File: src/rtl/muldiv_unit.sv
// RV32M multiply/divide unit: 32-cycle shift-add multiplier and restoring divider
// sharing one 64-bit work register, with a single registered write-back port.
module muldiv_unit #(
  parameter bit DIV_EARLY_OUT = 1'b1
) (
  input  logic        clk,
  input  logic        reset,
  input  logic        in_valid,
  output logic        in_ready,
  input  logic [2:0]  op,
  input  logic [31:0] rs1_data,
  input  logic [31:0] rs2_data,
  input  logic [4:0]  rd,
  input  logic        flush,
  output logic        reg_write,
  output logic [4:0]  write_reg,
  output logic [31:0] write_data,
  output logic        busy,
  output logic [1:0]  dbg_state
);

  // Handshake: a request transfers on a rising edge where in_valid && in_ready;
  // in_valid while not ready is dropped, never queued.
  typedef enum logic [1:0] {IDLE = 2'd0, CALC = 2'd1, DONE = 2'd2} state_e;

  state_e      state_q, state_d;
  logic [4:0]  cnt_q, cnt_d;
  logic [2:0]  op_q, op_d;
  logic [4:0]  rd_q, rd_d;
  logic [31:0] a_q, a_d;
  logic [63:0] prod_q, prod_d;
  logic [31:0] rs1_q, rs1_d;
  logic        neg_q, neg_d;
  logic        neg_rem_q, neg_rem_d;
  logic        dz_q, dz_d;
  logic        ovf_q, ovf_d;
  logic        reg_write_q, reg_write_d;
  logic [4:0]  write_reg_q, write_reg_d;
  logic [31:0] write_data_q, write_data_d;

  logic        s1_in, s2_in, dz_in, ovf_in;
  logic [31:0] m1_in, m2_in;
  logic [32:0] mul_sum;
  logic [63:0] mul_next, div_next;
  logic [31:0] div_shift, div_rem;
  logic        div_ge;

  function automatic logic [31:0] special_result(input logic is_rem, input logic [31:0] f_rs1,
                                                 input logic f_dz);
    if (is_rem) return f_dz ? f_rs1 : 32'h0000_0000;
    else        return f_dz ? 32'hFFFF_FFFF : 32'h8000_0000;
  endfunction

  // Applies operand signs to the magnitude result held in the work register.
  function automatic logic [31:0] final_result(input logic [2:0] f_op, input logic [63:0] f_prod,
                                               input logic f_neg, input logic f_neg_rem);
    logic [63:0] p;
    logic [31:0] r;
    if (!f_op[2]) begin
      p = f_neg ? (~f_prod + 64'd1) : f_prod;
      return (f_op == 3'd0) ? p[31:0] : p[63:32];
    end else if (f_op[1]) begin
      r = f_prod[63:32];
      return f_neg_rem ? (~r + 32'd1) : r;
    end else begin
      r = f_prod[31:0];
      return f_neg ? (~r + 32'd1) : r;
    end
  endfunction

  always_comb begin
    s1_in  = rs1_data[31] && (op == 3'd1 || op == 3'd2 || op == 3'd4 || op == 3'd6);
    s2_in  = rs2_data[31] && (op == 3'd1 || op == 3'd4 || op == 3'd6);
    m1_in  = s1_in ? (~rs1_data + 32'd1) : rs1_data;
    m2_in  = s2_in ? (~rs2_data + 32'd1) : rs2_data;
    dz_in  = op[2] && (rs2_data == 32'h0);
    ovf_in = op[2] && !op[0] && (rs1_data == 32'h8000_0000) && (rs2_data == 32'hFFFF_FFFF);
  end

  // Multiply step: add multiplicand into the upper half when the multiplier lsb is set, shift right.
  // Divide step: shift {rem, quotient} left, subtract divisor when it fits.
  always_comb begin
    mul_sum   = {1'b0, prod_q[63:32]} + {1'b0, (prod_q[0] ? a_q : 32'h0)};
    mul_next  = {mul_sum, prod_q[31:1]};
    div_shift = prod_q[62:31];
    div_ge    = prod_q[63] || (div_shift >= a_q);
    div_rem   = div_ge ? (div_shift - a_q) : div_shift;
    div_next  = {div_rem, prod_q[30:0], div_ge};
  end

  always_comb begin
    state_d      = state_q;
    cnt_d        = cnt_q;
    op_d         = op_q;
    rd_d         = rd_q;
    a_d          = a_q;
    prod_d       = prod_q;
    rs1_d        = rs1_q;
    neg_d        = neg_q;
    neg_rem_d    = neg_rem_q;
    dz_d         = dz_q;
    ovf_d        = ovf_q;
    reg_write_d  = 1'b0;
    write_reg_d  = write_reg_q;
    write_data_d = write_data_q;
    case (state_q)
      IDLE: begin
        if (in_valid && !flush) begin
          op_d      = op;
          rd_d      = rd;
          rs1_d     = rs1_data;
          a_d       = op[2] ? m2_in : m1_in;
          prod_d    = {32'h0, (op[2] ? m1_in : m2_in)};
          neg_d     = s1_in ^ s2_in;
          neg_rem_d = s1_in;
          dz_d      = dz_in;
          ovf_d     = ovf_in;
          cnt_d     = 5'd0;
          if (DIV_EARLY_OUT && (dz_in || ovf_in)) begin
            state_d      = DONE;
            reg_write_d  = (rd != 5'd0);
            write_reg_d  = rd;
            write_data_d = special_result(op[1], rs1_data, dz_in);
          end else begin
            state_d = CALC;
          end
        end
      end
      CALC: begin
        if (flush) begin
          state_d = IDLE;
          cnt_d   = 5'd0;
        end else begin
          prod_d = op_q[2] ? div_next : mul_next;
          cnt_d  = cnt_q + 5'd1;
          if (cnt_q == 5'd31) begin
            state_d      = DONE;
            reg_write_d  = (rd_q != 5'd0);
            write_reg_d  = rd_q;
            write_data_d = (dz_q || ovf_q) ? special_result(op_q[1], rs1_q, dz_q)
                                           : final_result(op_q, prod_d, neg_q, neg_rem_q);
          end
        end
      end
      DONE:    state_d = IDLE;
      default: state_d = IDLE;
    endcase
  end

  always_ff @(posedge clk or negedge reset) begin
    if (!reset) begin
      state_q      <= IDLE;
      cnt_q        <= 5'd0;
      op_q         <= 3'd0;
      rd_q         <= 5'd0;
      a_q          <= 32'h0;
      prod_q       <= 64'h0;
      rs1_q        <= 32'h0;
      neg_q        <= 1'b0;
      neg_rem_q    <= 1'b0;
      dz_q         <= 1'b0;
      ovf_q        <= 1'b0;
      reg_write_q  <= 1'b0;
      write_reg_q  <= 5'd0;
      write_data_q <= 32'h0;
    end else begin
      state_q      <= state_d;
      cnt_q        <= cnt_d;
      op_q         <= op_d;
      rd_q         <= rd_d;
      a_q          <= a_d;
      prod_q       <= prod_d;
      rs1_q        <= rs1_d;
      neg_q        <= neg_d;
      neg_rem_q    <= neg_rem_d;
      dz_q         <= dz_d;
      ovf_q        <= ovf_d;
      reg_write_q  <= reg_write_d;
      write_reg_q  <= write_reg_d;
      write_data_q <= write_data_d;
    end
  end

  assign in_ready   = (state_q == IDLE) && !flush;
  assign busy       = (state_q != IDLE);
  assign reg_write  = reg_write_q;
  assign write_reg  = write_reg_q;
  assign write_data = write_data_q;
  assign dbg_state  = state_q;

endmodule

File: config.mk
export PLATFORM = sky130hd
export DESIGN_NAME = muldiv_unit
export DESIGN_NICKNAME = d
export VERILOG_FILES = /design/src/rtl/muldiv_unit.sv
export SDC_FILE = /design/constraint.sdc
export NUM_CORES = 1
export LEC_CHECK = 0
export ABC_AREA = 1
export BUFFER_PORTS_ARGS = -buffer_cell sky130_fd_sc_hd__buf_2
export CAP_MARGIN = 20
export CORE_MARGIN = 2
export CORE_UTILIZATION = 45
export DETAILED_ROUTE_END_ITERATION = 12
export GPL_TIMING_DRIVEN = 0
export SYNTH_ARGS = -nofsm -noshare
export SYNTH_HDL_FRONTEND = slang
export SYNTH_SLANG_ARGS = --single-unit
File: constraint.sdc
create_clock -name clk -period 4.5 [get_ports clk]
set_clock_uncertainty 0.15 [all_clocks]
set_input_delay 0 -clock clk [delete_from_list [all_inputs] [get_ports clk]]
set_output_delay 0 -clock clk [all_outputs]
set_load 0.01 [all_outputs]
==> results of run 1 <==
[stage by stage]
step	instances	hold WS [ps]	util (%)
floorplan	3379	-446	-
global placement	4081	112	48.9
detailed placement	4082	-32.3	49.0
CTS	4260	6.59	54.8
global route	4275	69.2	56.1
finish	4277	31.5	56.1
[layer usage]
| layer | up-vias | wire length (µm) | global-route usage (%) |
|---|---|---|---|
| li1 | 11500 | - | - |
| met1 | 11500 | 37700 | 50.7 |
| met2 | 1397 | 42800 | 65.9 |
| met3 | 304 | 9940 | 10.1 |
| met4 | 0 | 6660 | 23.3 |
| met5 | - | 0 | 0 |
[placed cells by master, fill, tap and decap left out, types with 12 or more instances in the layout]
cell and n:
inv_1 437, buf_2 132, dfrtp_1 152, nor2_1 308
a22oi_1 12, dfrtp_2 33, dlygate4sd3_1 90, nand3_1 258
xor2_1 77, buf_4 71, o22ai_1 38, o211ai_1 25
nand2_2 74, nand2_1 995, inv_2 34, nor2_4 16
o21ai_0 234, nand3b_1 17, or2_2 15, buf_1 15
a21oi_1 145, o221ai_1 16, ha_1 38, a31oi_1 12
nor2_2 25, o21ai_1 19, clkbuf_16 17, nand2_4 12
nand4_1 44, nor3_1 39, clkbuf_1 85, ha_4 30
nand3_2 23, xnor2_1 21
[critical path: cells and delay by family (launching register included)]
family	cells	cell delay [ps]
buffers and inverters	4	380
flip-flops	1	400
adder cells (fa/ha/maj)	2	440
AND/OR/NAND/NOR	25	2770
AO/OA/AOI/OAI	2	310
[worst min-delay path by stage]
stage / startpoint / to / cells past startpoint
3_3_place_gp: flush / dbg_state[0] / 2
6_report: reset / a_q[1] / 2
3_5_place_dp: reset / prod_q[40] / 1
2_1_floorplan: reset / a_q[0] / 0
5_1_grt: rs2_data[6] / prod_q[6] / 6
4_1_cts: rs2_data[6] / prod_q[6] / 6
[what timing repair did]
action / CTS / global route
pin swaps: 39 / 46
resized for setup: 142 / 130
hold buffers: 90 / 0
endpoints found under the setup margin: 29 / 29
buffers inserted: 58 / 16
endpoints found under the hold margin: 223 / 0
[final cells by class]
class / count / area share [%]
clock buffers: 20 / 1.92
diodes: 2 / 0.0206
flip-flops and latches: 185 / 19.3
repair buffers: 281 / 8.68
plain buffers: 126 / 2.30
multi-input cells: 2583 / 56.7
inverters: 483 / 7.51
clock inverters: 12 / 0.609
well taps: 585 / 3.02
[cells by family after synthesis]
| kind of cell | Yosys count | share of synthesized area, % |
|---|---|---|
| XOR/XNOR | 100 | 4.42 |
| AND/OR/NAND/NOR | 1855 | 39.8 |
| AO/OA/AOI/OAI | 555 | 15.8 |
| buffers and inverters | 611 | 12.0 |
| flip-flops | 185 | 23.3 |
| adder cells (fa/ha/maj) | 73 | 4.68 |
==> impl_results.md, run 1 <==
- Largest net degree at the start of global routing: 101
- CP most frequent cell: nand2_2
- Clock Tree Buf Depth: 2
- Std-Cell Rows: 76
- Main flop type after synthesis: dfrtp_1
- Startpoint class of the critical path: flop
- WL per Instance: 22.7 µm
- Fillers: 4,377
- Slew @ Worst Pin: 1110 ps
- Synth unique cells: 54
- Setup TNS: 0 ps
- Req. time, crit path: 4800 ps
- Tcrit/Tclk final: 99.8%
- Core area: 0.0433 mm²
- Cell count after synthesis: 3,379
- 1st-iter DRT viols: 2,796
- Die Y: 214 µm
- Area of the die: 0.0458 mm²
- Drt drc: 0
- Hold/Removal Path Class: in -> async
- Synth Cell Area: 0.0198 mm²
- Worst Setup EP: write_data[18]
- Initial antenna violation count: 1
- Post-Synthesis Mean Instance Area: 5.87 µm²
- Crit Path Category: reg -> reg
- FF+latch area: 0.00467 mm²
- Syn. warnings: 0
- Post-Layout Inst Area: 0.0243 mm²
- Largest reg by FF count: prod_q
- Post-DP HPWL: 75.9 mm
- Max Fclk: 0.223 GHz
- IO Pins: 118
- Synth top cells by count: nand2_1 (1,056), inv_1 (465), nor2_1 (320)
- Tmin final: 4490 ps
- PortBufs: 117
- Worst setup margin: 7.60 ps
- Synthesized Nets: 3,528
- Top cell type's share of synthesized area: 23.3%
- Total number of vias: 24,700
- Most frequent cell after synthesis: nand2_1
- Die span in x: 214 µm
- Drt total wl: 97.1 mm
- Root Buffer: clkbuf_16
- Share of cells above drive strength 1: 15.0%
- Max reg flops: 64
- Num CTS Buffers: 17
- Placed inst area: 0.0212 mm²
- #FFs+latches synth: 185
- Gr usage total: 41.2%
- CTS clock-pin slew for the worst setup and hold paths: 80 ps
- Async set or reset register ratio after synthesis: 100%
- Register area share after synthesis: 23.3%
- RSZ-0062 raised after global routing: yes
- Multi-input gate area: 0.0138 mm²
- Worst R2R Setup Slack: 8 ps
- Pre-antenna DRT Iters: 8
- Outcome: finished, final reports clean
- Vias in the first global route: 23,000
- Delay of the slowest critical-path stage: 400 ps
- Slew HR: 25.2%
- RR Endpoint: write_data[18]
- Top cells by area, synth: dfrtp_1 (23%), nand2_1 (20%), inv_1 (8.8%)
- H-tree Lvls: 4
- Starting density of the core: 45.8%
- Fin. max-slew vios: 0
- Overflow after GRT: 0
- Reg2reg path depth: 33
- Max Cap Viol: 0
- R2R Path Start: a_q[23]
- Data arrival, critical path: 4790 ps
- Post-synth EDFFs: 0
- CP Max Fanout: 6
- Worst Setup SP: a_q[23]
- DRT antenna net count: 0
- First-pass GRT wire length: 142 mm
- RePlAce Congestion: 1.09
- Critical Path Sink Type: flop
- Final setup viols: 0
- Fin nets: 3,826
- Pre-CTS WS: -1270 ps
- CTS Sinks: 185
- CP max stage cell: dfrtp_1
- Final Hold Fails: 0
- Vias/cell: 5.77
- Skew-Pair Late Insertion Delay: 500 ps
- Post-synth top area cell: dfrtp_1
- Synthesis-to-layout area growth: 22.4%
- CTS tree: done
Power of run 1 is not shown: default switching activity piles up to over one toggle a cycle in this logic, so the estimate is an artifact.
==> inputs of run 2 (changes only) <==
--- a/config.mk
+++ b/config.mk
@@ -5,7 +5,7 @@
 export SDC_FILE = /design/constraint.sdc
 export NUM_CORES = 1
 export LEC_CHECK = 0
-export ABC_AREA = 1
+export ABC_AREA = 0
 export BUFFER_PORTS_ARGS = -buffer_cell sky130_fd_sc_hd__buf_2
 export CAP_MARGIN = 20
 export CORE_MARGIN = 2
==> run 2 against run 1 <==
Against the previous run: the flow now finishes with violations (setup timing); worst hold slack worse by 27 ps; routed wire length is 7.4% higher; non-clock buffer count is 147 higher; count of clock-buffer cells in the layout is 3 lower; die area is 5.7% lower; final cell count is 18% lower; sequential share of layout area is 1.0 points lower; critical endpoint is now write_data[30].
==> impl_results.md, run 2 <==
- Slew HR: 19.5% (was 25.2%)
- Syn. warnings: 0 (unchanged)
- Req. time, crit path: 4760 ps (was 4800 ps)
- Startpoint class of the critical path: flop (unchanged)
- Final cell count without fillers: 3,528 (was 4,277)
- Post-synth top area cell: dfrtp_1 (unchanged)
- Root Buffer: clkbuf_16 (unchanged)
- Most frequent cell after synthesis: nand2_1 (unchanged)
- CP Max Fanout: 5 (was 6)
- Final setup viols: 31 (was 0)
- Top cells by area, synth: dfrtp_1 (25%), nand2_1 (7.9%), o21ai_0 (7.1%) (was dfrtp_1 (23%), nand2_1 (20%), inv_1 (8.8%))
- Met1 Usage GRT: 57.8% (was 50.7%)
- Largest reg by FF count: prod_q (unchanged)
- Busiest grt layer: met2 (unchanged)
- R2R Path Start: prod_q[0] (was a_q[23])
- Fin nets: 3,132 (was 3,826)
- Synth Cell Area: 0.0187 mm² (was 0.0198 mm²)
- Clock Tree Buf Depth: 2 (unchanged)
- Synthesized Nets: 2,734 (was 3,528)
- Data arrival, critical path: 5400 ps (was 4790 ps)
- PortBufs: 113 (was 117)
- Die span in x: 208 µm (was 214 µm)
- Max Fclk: 0.195 GHz (was 0.223 GHz)
- CTS tree: done (unchanged)
- Die Y: 208 µm (was 214 µm)
- Num CTS Buffers: 17 (unchanged)
- Fin. max-slew vios: 0 (unchanged)
- 1st-iter DRT viols: 2,991 (was 2,796)
- Gr usage total: 46.7% (was 41.2%)
- Drt drc: 0 (unchanged)
- Fillers: 3,635 (was 4,377)
- Synthesis-to-layout area growth: 37.0% (was 22.4%)
- First-pass GRT wire length: 149 mm (was 142 mm)
- Met3 Use GR: 12.9% (was 10.1%)
- Std-Cell Rows: 74 (was 76)
- Cell count after synthesis: 2,585 (was 3,379)
- Post-Synthesis Mean Instance Area: 7.22 µm² (was 5.87 µm²)
- Smallest hold slack: 4.54 ps (was 31.5 ps)
- Vias in the first global route: 22,500 (was 23,000)
- Final Core Density: 62.5% (was 56.1%)
- Register area share after synthesis: 24.8% (was 23.3%)
- Vias/cell: 6.75 (was 5.77)
- Tcrit/Tclk final: 114% (was 99.8%)
- Placed insts: 3,232 (was 4,082)
- CP delay by family, top: compound AO/OA/AOI/OAI gates (was simple AND/OR/NAND/NOR gates)
- Final Hold Fails: 0 (unchanged)
- Crit-path cells: clkbuf_8, and2_4, ha_4, inv_2, fa_2, nor2b_4, o2111ai_4, a21o_1, a21oi_4, buf_4, o21ai_0, o311ai_0, nor2_1, o211ai_1, or4b_4, o31ai_4, xor2_2, a221oi_2, a221o_1
- Violated checks: setup timing
- Total number of vias: 23,800 (was 24,700)
- Top cell type's share of synthesized area: 24.8% (was 23.3%)
- Crit Path Category: reg -> reg (unchanged)
- DRT antenna net count: 0 (unchanged)
- Min-delay src: rs2_data[1]
- Critical Path Sink Type: flop (unchanged)
- Post-DP HPWL: 76.3 mm (was 75.9 mm)
- Pre-antenna DRT Iters: 6 (was 8)
- Delay of the slowest critical-path stage: 620 ps (was 400 ps)
- Outcome: finished, violations left (was finished, final reports clean)
- CP bufs+invs: 3 (was 4)
- Tmin final: 5140 ps (was 4490 ps)
- Skew-Pair Late Insertion Delay: 530 ps (was 500 ps)
- Max reg flops: 64 (unchanged)
- Setup TNS: -9490 ps (was 0 ps)
- Share of cells above drive strength 1: 26.4% (was 15.0%)
- CTS Sinks: 185 (unchanged)
- Async set or reset register ratio after synthesis: 100% (unchanged)
- Worst vdd ir: 0.405 mV
- #FFs+latches synth: 185 (unchanged)
- CTS clock-pin slew for the worst setup and hold paths: 80 ps (about the same)
- Hold/Removal Path Class: in -> reg (was in -> async)
- Worst setup margin: -640 ps (was 7.60 ps)
- Slew @ Worst Pin: 1190 ps (was 1110 ps)
- WL per Instance: 29.6 µm (was 22.7 µm)
- H-tree Lvls: 4 (unchanged)
- RSZ-0062 raised after global routing: yes (unchanged)
- IO Pins: 118 (unchanged)
- Synth top cells by count: nand2_1 (395), o21ai_0 (266), a21oi_1 (227) (was nand2_1 (1,056), inv_1 (465), nor2_1 (320))
- Starting density of the core: 45.6% (was 45.8%)
- Most common cell after layout, fill and taps aside: nand2_1 (unchanged)
- Main flop type after synthesis: dfrtp_1 (unchanged)
- CP max stage cell: or4b_4 (was dfrtp_1)
- Initial antenna violation count: 6 (was 1)
- Power density over the cells: 701 mW/mm²
- Synth unique cells: 95 (was 54)
- Post-synth EDFFs: 0 (unchanged)
- Leakage power: 10.5 nW
- Max Cap Viol: 0 (unchanged)
- Core area: 0.0409 mm² (was 0.0433 mm²)
- Drt total wl: 104 mm (was 97.1 mm)
- Area of the die: 0.0431 mm² (was 0.0458 mm²)
- Commonest cells after routing, fill and taps aside: nand2_1 (381), o21ai_0 (231), nor2_1 (206) (was nand2_1 (995), inv_1 (437), nor2_1 (308))
- Met2 usage: 69.8% (was 65.9%)
- Largest net degree at the start of global routing: 105 (was 101)
- Worst Setup SP: prod_q[0] (was a_q[23])
- Overflow after GRT: 0 (unchanged)
- RePlAce Congestion: 1.13 (was 1.09)
==> run 2: power breakdown <==
group          switching [mW]  total [mW]  internal, mW
Clock                   0.845        1.68         0.839
Sequential              0.555        2.58          2.02
Combinational            8.46        13.7          5.20
==> run 2: layer usage <==
metal  routed length, µm  part of all wire [%]
met2               44000                    42
met4                9530                   9.1
met3               12300                    12
met5                  64                 0.061
met1               38400                    37
==> run 2: final timing paths <==
| check | to | cells after the start | slack [ps] |
|---|---|---|---|
| worst max-delay path | write_data[30] | 19 | -640 |
| worst min-delay path | a_q[3] | 5 | 5 |
| worst max register to register | write_data[30] | 19 | -640 |
| worst min register to register | write_data[1] | 2 | 320 |
| max in group asynchronous | a_q[30] | 4 | 3110 |
| min in group asynchronous | a_q[31] | 4 | 480 |
==> run 2: layout make-up <==
class | count | area, µm² | area share [%]
Multi-Input combinational cell | 2151 | 15400 | 60.2
Sequential cell | 185 | 4660 | 18.2
Timing Repair Buffer | 391 | 3080 | 12.0
Buffer | 163 | 882 | 3.45
Tap cell | 532 | 666 | 2.60
Clock buffer | 17 | 425 | 1.66
Inverter | 74 | 283 | 1.11
Clock inverter | 14 | 185 | 0.724
Antenna cell | 1 | 2.50 | 0.00978
==> run 2: what timing repair did <==
action | CTS | global route
setup buffers | 131 | 64
pin swaps | 122 | 129
cloned | 4 | 0
endpoints found under the hold margin | 303 | 0
setup endpoints to repair | 60 | 37
hold buffers | 77 | 0
gates resized for setup | 435 | 173
==> run 2: logic make-up (layout without fill, tap and decap cells) <==
group	Yosys count	count (layout)	share of synthesized area (%)
other	0	1	0
AOI/OAI and AO/OA	876	876	29.7
DFF	185	185	24.8
adders and majority gates	73	73	4.97
muxes	46	46	2.52
xor gates and xnor gates	155	155	7.27
buffers and inverters	249	659	5.53
and+or+nand+nor	1001	1001	25.2
==> run 2: worst register-to-register path: stages (launching register included) <==
cell       delay [ps]
dfrtp_2           440
clkbuf_8          170
and2_4            150
ha_4              150
inv_2              60
fa_2              230
nor2b_4            60
o2111ai_4         310
a21o_1            270
a21oi_4           110
buf_4             150
o21ai_0           340
o311ai_0          320
nor2_1            310
o211ai_1          270
or4b_4            620
o31ai_4           300
xor2_2            210
a221oi_2          120
a221o_1           290
==> run 2: per-stage QoR <==
| stage | setup slack, ps | total power [mW] | area, µm² |
|---|---|---|---|
| 2_1_floorplan | -204 | 8.24 | 18700 |
| 3_3_place_gp | -2730 | 11.5 | 20000 |
| 3_5_place_dp | -2650 | 11.6 | 20000 |
| 4_1_cts | -517 | 16.0 | 24300 |
| 5_1_grt | -698 | 18.4 | 25600 |
| 6_report | -640 | 17.9 | 25600 |
No activity file was read; power rests on OpenSTA's default activity.
